### config.mk
export PLATFORM = sky130hd
export DESIGN_NAME = inst_refill_engine
export DESIGN_NICKNAME = d
export VERILOG_FILES = /design/src/rtl/inst_refill_engine_pkg.sv /design/src/rtl/inst_refill_engine_line_buffer.sv /design/src/rtl/inst_refill_engine.sv
export SDC_FILE = /design/constraint.sdc
export NUM_CORES = 2
export LEC_CHECK = 0
export BUFFER_PORTS_ARGS = -buffer_cell sky130_fd_sc_hd__buf_2
export CAP_MARGIN = 20
export CORE_ASPECT_RATIO = 1.75
export CORE_MARGIN = 2
export CORE_UTILIZATION = 50
export CTS_BUF_LIST = sky130_fd_sc_hd__clkbuf_4 sky130_fd_sc_hd__clkbuf_8
export DETAILED_ROUTE_END_ITERATION = 8
export PLACE_DENSITY = 0.73
export SLEW_MARGIN = 20
export SYNTH_ARGS = -nofsm -noshare
export SYNTH_HDL_FRONTEND = slang
export SYNTH_SLANG_ARGS = --single-unit
### constraint.sdc
create_clock -name clk -period 23.1 [get_ports clk]
set_clock_uncertainty 0.05 [all_clocks]
set_input_delay 1.155 -clock clk [delete_from_list [all_inputs] [get_ports clk]]
set_output_delay 1.155 -clock clk [all_outputs]
set_load 0.02 [all_outputs]
### src/rtl/inst_refill_engine_pkg.sv
// -----------------------------------------------------------------------------
// inst_refill_engine_pkg
// Shared I-cache constants and types used by the refill engine and its line
// buffer: line geometry, address split, refill FSM state encoding and a
// line-alignment helper.
// -----------------------------------------------------------------------------
package inst_refill_engine_pkg;

  localparam int ADDR_W      = 32;
  localparam int WORD_W      = 32;
  localparam int LINE_WORDS  = 16;
  localparam int WAYS        = 4;
  localparam int LINE_BITS   = WORD_W * LINE_WORDS;  // 512
  localparam int OFFSET_BITS = 6;                    // 64-byte line
  localparam int INDEX_BITS  = 6;                    // set index = addr[11:6]

  typedef enum logic [1:0] {
    IDLE,
    REQ,
    RECV,
    WRITE
  } refill_state_e;

  // Clears the byte-offset bits so the address points at the start of its line.
  function automatic logic [ADDR_W-1:0] line_align(input logic [ADDR_W-1:0] addr);
    return {addr[ADDR_W-1:OFFSET_BITS], {OFFSET_BITS{1'b0}}};
  endfunction

endpackage

### src/rtl/inst_refill_engine_line_buffer.sv
// -----------------------------------------------------------------------------
// refill_line_buffer
// Assembly buffer for one cache line: word-addressed write of one beat per
// cycle, full-line parallel read. The read view already includes the word being
// written this cycle, so the engine can capture a complete line on the same
// edge that stores its final beat.
// Ports:
//   clk       in   clock
//   i_we      in   write the word at i_idx this cycle
//   i_idx     in   word slot to write
//   i_data    in   word to write
//   o_line    out  line contents, word k at bits [WORD_W*k +: WORD_W]
// -----------------------------------------------------------------------------
module refill_line_buffer #(
  parameter int WORD_W     = 32,
  parameter int LINE_WORDS = 16,
  localparam int IDX_W     = $clog2(LINE_WORDS)
) (
  input  logic                         clk,
  input  logic                         i_we,
  input  logic [IDX_W-1:0]             i_idx,
  input  logic [WORD_W-1:0]            i_data,
  output logic [WORD_W*LINE_WORDS-1:0] o_line
);

  logic [WORD_W-1:0] r_mem [LINE_WORDS];

  // NOTE: storage arrays carry no reset; slots not written by a fill simply keep
  // stale data, which is the intended behaviour on a truncated burst.
  always_ff @(posedge clk) begin
    if (i_we) begin
      r_mem[i_idx] <= i_data;
    end
  end

  // Forward the incoming word so the view equals the contents after this edge.
  always_comb begin
    for (int k = 0; k < LINE_WORDS; k++) begin
      if (i_we && (i_idx == IDX_W'(k))) begin
        o_line[k*WORD_W +: WORD_W] = i_data;
      end else begin
        o_line[k*WORD_W +: WORD_W] = r_mem[k];
      end
    end
  end

endmodule

### src/rtl/inst_refill_engine.sv
// -----------------------------------------------------------------------------
// inst_refill_engine
// Write-side companion of the I-cache data array. Accepts a miss, issues one
// line-aligned bus read, assembles LINE_WORDS return beats and writes the whole
// line into the selected way in a single cycle.
// Ports:
//   clk, rst                    clock; asynchronous active-high reset
//   i_miss_req/o_miss_ready     miss handshake (ready only while idle)
//   i_miss_addr, i_miss_way     missing byte address, one-hot victim way
//   o_rd_req, o_rd_addr, i_rd_rdy           bus read request (held until i_rd_rdy)
//   i_ret_valid, i_ret_last, i_ret_data     bus return beats
//   o_w_addr, o_mem_din, o_mem_we           data-array write port
//   o_fill_done                 one-cycle pulse with o_mem_we
//   o_proto_err                 sticky: burst length did not match the line
// -----------------------------------------------------------------------------
module inst_refill_engine
  import inst_refill_engine_pkg::*;
#(
  parameter int WORD_W     = inst_refill_engine_pkg::WORD_W,
  parameter int LINE_WORDS = inst_refill_engine_pkg::LINE_WORDS,
  parameter int WAYS       = inst_refill_engine_pkg::WAYS
) (
  input  logic                         clk,
  input  logic                         rst,
  input  logic                         i_miss_req,
  input  logic [ADDR_W-1:0]            i_miss_addr,
  input  logic [WAYS-1:0]              i_miss_way,
  output logic                         o_miss_ready,
  output logic                         o_rd_req,
  output logic [ADDR_W-1:0]            o_rd_addr,
  input  logic                         i_rd_rdy,
  input  logic                         i_ret_valid,
  input  logic                         i_ret_last,
  input  logic [WORD_W-1:0]            i_ret_data,
  output logic [ADDR_W-1:0]            o_w_addr,
  output logic [WORD_W*LINE_WORDS-1:0] o_mem_din,
  output logic [WAYS-1:0]              o_mem_we,
  output logic                         o_fill_done,
  output logic                         o_proto_err
);

  localparam int                BEAT_W    = $clog2(LINE_WORDS);
  localparam logic [BEAT_W-1:0] LAST_BEAT = BEAT_W'(LINE_WORDS - 1);

  refill_state_e               r_state;
  refill_state_e               w_state_next;
  logic [BEAT_W-1:0]           r_beat_cnt;
  logic [ADDR_W-1:0]           r_addr;
  logic [WAYS-1:0]             r_way;
  logic                        r_proto_err;
  logic [ADDR_W-1:0]           r_w_addr;
  logic [WORD_W*LINE_WORDS-1:0] r_mem_din;

  logic                        w_accept;
  logic                        w_buf_we;
  logic                        w_fill_load;
  logic                        w_set_err;
  logic [WORD_W*LINE_WORDS-1:0] w_line;

  // Byte-offset bits are dropped by line alignment; fold them here so the
  // intentionally ignored input bits are explicit.
  logic w_unused_offset;
  assign w_unused_offset = ^i_miss_addr[OFFSET_BITS-1:0];

  refill_line_buffer #(
    .WORD_W     (WORD_W),
    .LINE_WORDS (LINE_WORDS)
  ) u_line_buffer (
    .clk    (clk),
    .i_we   (w_buf_we),
    .i_idx  (r_beat_cnt),
    .i_data (i_ret_data),
    .o_line (w_line)
  );

  // NOTE: sequential state uses non-blocking assignments so every register
  // samples pre-edge values regardless of block evaluation order.
  always_ff @(posedge clk or posedge rst) begin
    if (rst) begin
      r_state <= IDLE;
    end else begin
      r_state <= w_state_next;
    end
  end

  // NOTE: every output of this block is given a default first, so no path can
  // leave a signal unassigned and infer a latch.
  always_comb begin
    w_state_next = r_state;
    w_accept     = 1'b0;
    w_buf_we     = 1'b0;
    w_fill_load  = 1'b0;
    w_set_err    = 1'b0;
    o_miss_ready = 1'b0;
    o_rd_req     = 1'b0;
    o_mem_we     = '0;
    o_fill_done  = 1'b0;
    case (r_state)
      IDLE: begin
        o_miss_ready = 1'b1;
        if (i_miss_req) begin
          w_accept     = 1'b1;
          w_state_next = REQ;
        end
      end
      REQ: begin
        o_rd_req = 1'b1;
        if (i_rd_rdy) begin
          w_state_next = RECV;
        end
      end
      RECV: begin
        if (i_ret_valid) begin
          w_buf_we = 1'b1;
          // The final slot always closes the fill; ret_last must agree with it.
          if (r_beat_cnt == LAST_BEAT) begin
            w_fill_load  = 1'b1;
            w_set_err    = !i_ret_last;
            w_state_next = WRITE;
          end else if (i_ret_last) begin
            w_fill_load  = 1'b1;
            w_set_err    = 1'b1;
            w_state_next = WRITE;
          end
        end
      end
      WRITE: begin
        o_mem_we     = r_way;
        o_fill_done  = 1'b1;
        w_state_next = IDLE;
      end
      default: w_state_next = IDLE;
    endcase
  end

  always_ff @(posedge clk or posedge rst) begin
    if (rst) begin
      r_beat_cnt  <= '0;
      r_addr      <= '0;
      r_way       <= '0;
      r_proto_err <= 1'b0;
      r_w_addr    <= '0;
      r_mem_din   <= '0;
    end else begin
      if (w_accept) begin
        r_addr     <= line_align(i_miss_addr);
        r_way      <= i_miss_way;
        r_beat_cnt <= '0;
      end else if (w_buf_we) begin
        r_beat_cnt <= r_beat_cnt + BEAT_W'(1);
      end
      if (w_set_err) begin
        r_proto_err <= 1'b1;
      end
      // Write-port registers load on entry to WRITE and hold afterwards.
      if (w_fill_load) begin
        r_w_addr  <= r_addr;
        r_mem_din <= w_line;
      end
    end
  end

  assign o_rd_addr   = r_addr;
  assign o_w_addr    = r_w_addr;
  assign o_mem_din   = r_mem_din;
  assign o_proto_err = r_proto_err;

endmodule

==> results.md <==
Clock network:
- Clock-pin slew was measured on the worst setup and hold paths at 70 ps.
- The clock tree synthesis step divided the H-tree into 4 levels.
- Buffers inserted during clock tree synthesis total 155.
- The post-CTS setup buffer count is 0.
- The TritonCTS clock tree is done.
- The worst-case clock buffer depth is 3.
- The number of buffers inserted for hold repair after clock tree synthesis is 0.
- The root cell of the clock tree is sky130_fd_sc_hd__clkbuf_8.
- Counting every sink on the clock net gives 1,087.
- The total of cells resized after clock tree synthesis is 0.
- The clock reaches the later pin of the worst-skew pair after approximately 900 ps.

Critical path:
- The launch point of the critical path is r_beat_cnt[3].
- The setup path with the least slack is of type reg2reg.
- The slack of the worst reg-to-reg path is between 15,000 and 20,000 ps.
- In this run the critical register-to-register path is launched from r_beat_cnt[3].
- The stage delay of the slowest cell on the critical path is between 800 and 900 ps.
- The cell count of the worst reg-to-reg path is 9.
- In this run the critical register-to-register path is captured at o_mem_din[43].
- The largest individual stage delay along the critical path comes from the cell sky130_fd_sc_hd__buf_4.
- In this design, the critical path's most frequently occurring cell is sky130_fd_sc_hd__buf_4.
- The required time at the worst-slack endpoint is approximately 24,000 ps.
- The startpoint class of the critical path is a register.
- Following the worst setup path forward leads to its endpoint at o_mem_din[43].
- At the worst endpoint, the arrival time is about 6000 ps.
- Of all nets on the critical path, the largest fanout is 93.
- The kind of end point of the critical path is a register.
- Walking the worst path, the cells encountered are nand3_1, buf_4, ha_1, nand3b_1, buf_4, buf_4, buf_4, a31oi_1, a21oi_1.

Cells and area:
- Of the cells placed in the final design, the portion with a size suffix greater than 1 is 0.241.
- The area added between synthesis and finish is 16.6%.
- The combined area of the multi-input logic cells is 11,600 sq um.
- The total number of nets in the final design is ~4,400.
- After filler insertion, the fill cell instance count of the layout stands at 7,006.
- The core utilization of the finished layout is 0.587.
- Across the whole layout, storage elements account for 29,800 sq um.
- The final cell area excluding filler cells is 50,000 sq um.

Synth:
- Counting flops and latches in the post-synthesis netlist gives 1,087.
- Synthesis produced a netlist whose cell count is 3,764.
- The async set-reset flop share out of synthesis is 0.529.
- During synthesis, Yosys emitted a total of 0 warnings.
- The top cell type by total area after synthesis is sky130_fd_sc_hd__edfxtp_1.
- A synthesized cell averages approximately 11 sq um.
- Summing every instance area after synthesis gives 42,900 sq um.
- By area the synthesized netlist is led by sky130_fd_sc_hd__edfxtp_1 36%, sky130_fd_sc_hd__dfrtp_1 34%, sky130_fd_sc_hd__a21oi_1 10%.
- The synthesized netlist contains 32 unique library cells.
- The share of synthesized area occupied by flip-flops and latches is 0.694.
- In the synthesized netlist the dominant register cell turns out to be sky130_fd_sc_hd__dfrtp_1.
- The share of synthesized area in the top cell type comes to 0.358.
- Yosys mapped a number of flops with a built-in enable equal to 512.

STA:
- The final setup violation count is 0.
- Summed over all failing endpoints, the final setup total negative slack is 0 ps.
- The minimum clock period is 5220 ps.
- Setup repair after global routing left no endpoint under its margin.
- The total count of max-transition violations in the final report is 0.
- The total count of hold-check failures in the final report came to 0.
- The worst-case setup margin in the final layout is 17,880 ps.
- For this run, the top clock speed supported by timing is 192 MHz.
- The tightest slew margin relative to the limit is 0.0569.
- The slew at the pin closest to its max-slew limit is 1410 ps.
- On the final layout, the worst hold slack is 390 ps.
- The final cycle utilization of the critical path is 0.226.

Floorplanning:
- The initial standard-cell utilization of the core is 0.503.
- In this run the count of I/O pins placed on the die edge is 658.
- The row count is 142.
- The area of the placeable core is 85,300 sq um.
- The floorplan step set the die width to roughly 230 microns.
- The area enclosed by the die boundary is roughly 88,000 sq um.
- The floorplan step set the die height to 391 microns.

Global routing:
- The first global-routing pass estimated roughly 210,000 microns of wire.
- The number of antenna violations at the first check in global routing came to 5.
- The number of global-route vias before repair is 32,500.
- For this run, the total global-route usage over all layers was measured as 0.332.
- Entering global routing, the biggest net connects 222 pins.
- The total overflow reported by the global router is 0.

Power and ir drop:
- The clock network fraction of design power is 0.233.
- In this run the power density over the cells is 139 nW/um^2.
- The switching portion of total power is 0.408.
- The switching component of the power is 2.84 mW.
- The internal power consumption is 4.11 mW.
- Across the VDD grid, the largest voltage drop is ~0.11 mV.
- The static power due to leakage is 20.2 nW.
- The portion of total power attributed to sequential cells is 0.417.
- The power share of the combinational group is 0.350.

Drt:
- The first TritonRoute pass finished after 6 iterations.
- The wire length per cell after detailed routing is between 20 and 30 microns.
- In the routed design, unresolved DRC markers number 0.
- Across all layers, the routed design uses 33,800 vias.
- The count of antenna-violating nets left after detailed routing is 0.
- The overall routed net length is 148,000 microns.
- The detailed router's first-iteration violation count is 3,662.
- The vias per cell is between 6 and 7.

Status:
- The run finished with clean final reports.

Min path:
- The type of the most critical hold path is in2async.

Place:
- Input and output buffers added on the ports amount to 639.
- In this run the cell area measured after placement is 46,600 sq um.
- The placer's final routability congestion estimate is around 0.84.
- Timing analysis after detailed placement gives a worst setup slack of around 18,000 ps.
- The HPWL after detailed placement is just under 90,000 microns.

Run:
- Across the run, the number of max-cap violations was 0.
[cells in the final DEF, fill, tap and decap left out, types with 3 or more instances in the layout]
master / instances
sky130_fd_sc_hd__and3_2: 4
sky130_fd_sc_hd__nand3b_1: 5
sky130_fd_sc_hd__nor2_4: 15
sky130_fd_sc_hd__nand2_1: 112
sky130_fd_sc_hd__and3b_1: 32
sky130_fd_sc_hd__o21ai_1: 17
sky130_fd_sc_hd__and3b_2: 4
sky130_fd_sc_hd__nand3_1: 4
sky130_fd_sc_hd__bufinv_16: 6
sky130_fd_sc_hd__inv_6: 3
sky130_fd_sc_hd__inv_8: 4
sky130_fd_sc_hd__buf_2: 639
sky130_fd_sc_hd__edfxtp_1: 512
sky130_fd_sc_hd__o21ai_0: 528
sky130_fd_sc_hd__conb_1: 12
sky130_fd_sc_hd__buf_4: 69
sky130_fd_sc_hd__a21oi_1: 866
sky130_fd_sc_hd__clkinvlp_4: 6
sky130_fd_sc_hd__nor2_1: 483
sky130_fd_sc_hd__inv_1: 7
sky130_fd_sc_hd__ha_1: 9
sky130_fd_sc_hd__a31oi_1: 128
sky130_fd_sc_hd__clkbuf_4: 66
sky130_fd_sc_hd__clkinv_1: 17
sky130_fd_sc_hd__and2_1: 5
sky130_fd_sc_hd__buf_12: 8
sky130_fd_sc_hd__clkbuf_8: 171
sky130_fd_sc_hd__clkinv_2: 16
sky130_fd_sc_hd__mux2_2: 31
sky130_fd_sc_hd__and3_1: 32
sky130_fd_sc_hd__dfrtp_1: 574
[state kept, by name, summed over array words and instances, names as in the netlist]
register / cells
o_rd_addr: 26
r_way: 4
r_beat_cnt: 4
u_line_buffer.r_mem: 512
o_w_addr: 26
r_state: 2
o_mem_din: 512
o_proto_err: 1
[worst min-delay path by stage]
stage,from,endpoint,slack (ps),cells past startpoint
after floorplan,r_way[0],r_way[0],420,1
after detailed placement,o_w_addr[9],o_w_addr[9],410,2
after CTS,rst,o_mem_din[87],370,2
after global placement,o_w_addr[25],o_w_addr[25],410,2
final,rst,o_mem_din[87],390,2
after global routing,i_miss_addr[6],o_rd_addr[6],420,2
[cell families after synthesis]
group / after synthesis / share of synthesized area
compound gates: 1543 / 0.184
xor+xnor: 2 / 0.000408
fa+ha+maj: 10 / 0.00292
buf+inv: 379 / 0.0405
flops: 1087 / 0.694
mux: 31 / 0.00814
other cells: 1 / 0.0000874
simple gates: 711 / 0.0700
[Yosys cell counts, types with 22 or more instances]
| cell type | number |
|---|---|
| sky130_fd_sc_hd__a31oi_1 | 128 |
| sky130_fd_sc_hd__a21oi_1 | 866 |
| sky130_fd_sc_hd__o21ai_0 | 528 |
| sky130_fd_sc_hd__buf_1 | 22 |
| sky130_fd_sc_hd__buf_4 | 22 |
| sky130_fd_sc_hd__mux2_2 | 31 |
| sky130_fd_sc_hd__nand2_1 | 114 |
| sky130_fd_sc_hd__edfxtp_1 | 512 |
| sky130_fd_sc_hd__dfrtp_1 | 575 |
| sky130_fd_sc_hd__and3_1 | 36 |
| sky130_fd_sc_hd__and3b_1 | 37 |
| sky130_fd_sc_hd__buf_2 | 177 |
| sky130_fd_sc_hd__clkbuf_1 | 148 |
| sky130_fd_sc_hd__nor2_1 | 499 |
[power by group through the flow]
stage	Clock (mW)	Sequential [mW]	Combinational, mW
global placement	0	2.90	2.38
detailed placement	0	2.91	2.41
finish	1.62	2.90	2.43
global route	1.71	2.94	2.60
CTS	1.64	2.89	2.42
floorplan	0	3.45	0.838
[critical path: cells and delay by family, from the launching register on]
| kind | cells | cell delay [ps] |
|---|---|---|
| buffers and inverters | 4 | 2930 |
| AND/OR/NAND/NOR | 2 | 790 |
| flip-flops | 1 | 650 |
| AO/OA/AOI/OAI | 2 | 280 |
| adder cells (fa/ha/maj) | 1 | 260 |
[per-layer routing]
metal / wire [microns] / share of wire / track usage / vias up
met4: 9760 / 0.066 / 0.203 / 2
met5: 11 / 0.000074 / 0 / -
li1: - / - / - / 14500
met1: 54800 / 0.37 / 0.426 / 16900
met3: 15600 / 0.10 / 0.0898 / 379
met2: 68300 / 0.46 / 0.503 / 2070
[area by class of cell]
cell class,instances,share of cell area
sequential,1087,0.595
multi-input combinational,2309,0.233
timing repair buffer,719,0.0785
clock buffer,237,0.0570
tap,1080,0.0270
clock inverter,53,0.00908
inverter,8,0.000750
antenna,2,0.000100
[per-stage QoR]
stage	power (mW)	instances
final	6.95	5495
after global routing	7.25	5494
after CTS	6.95	5489
after detailed placement	5.33	5199
after global placement	5.27	5197
after floorplan	4.29	3775
No activity file was read; power rests on OpenSTA's default activity.
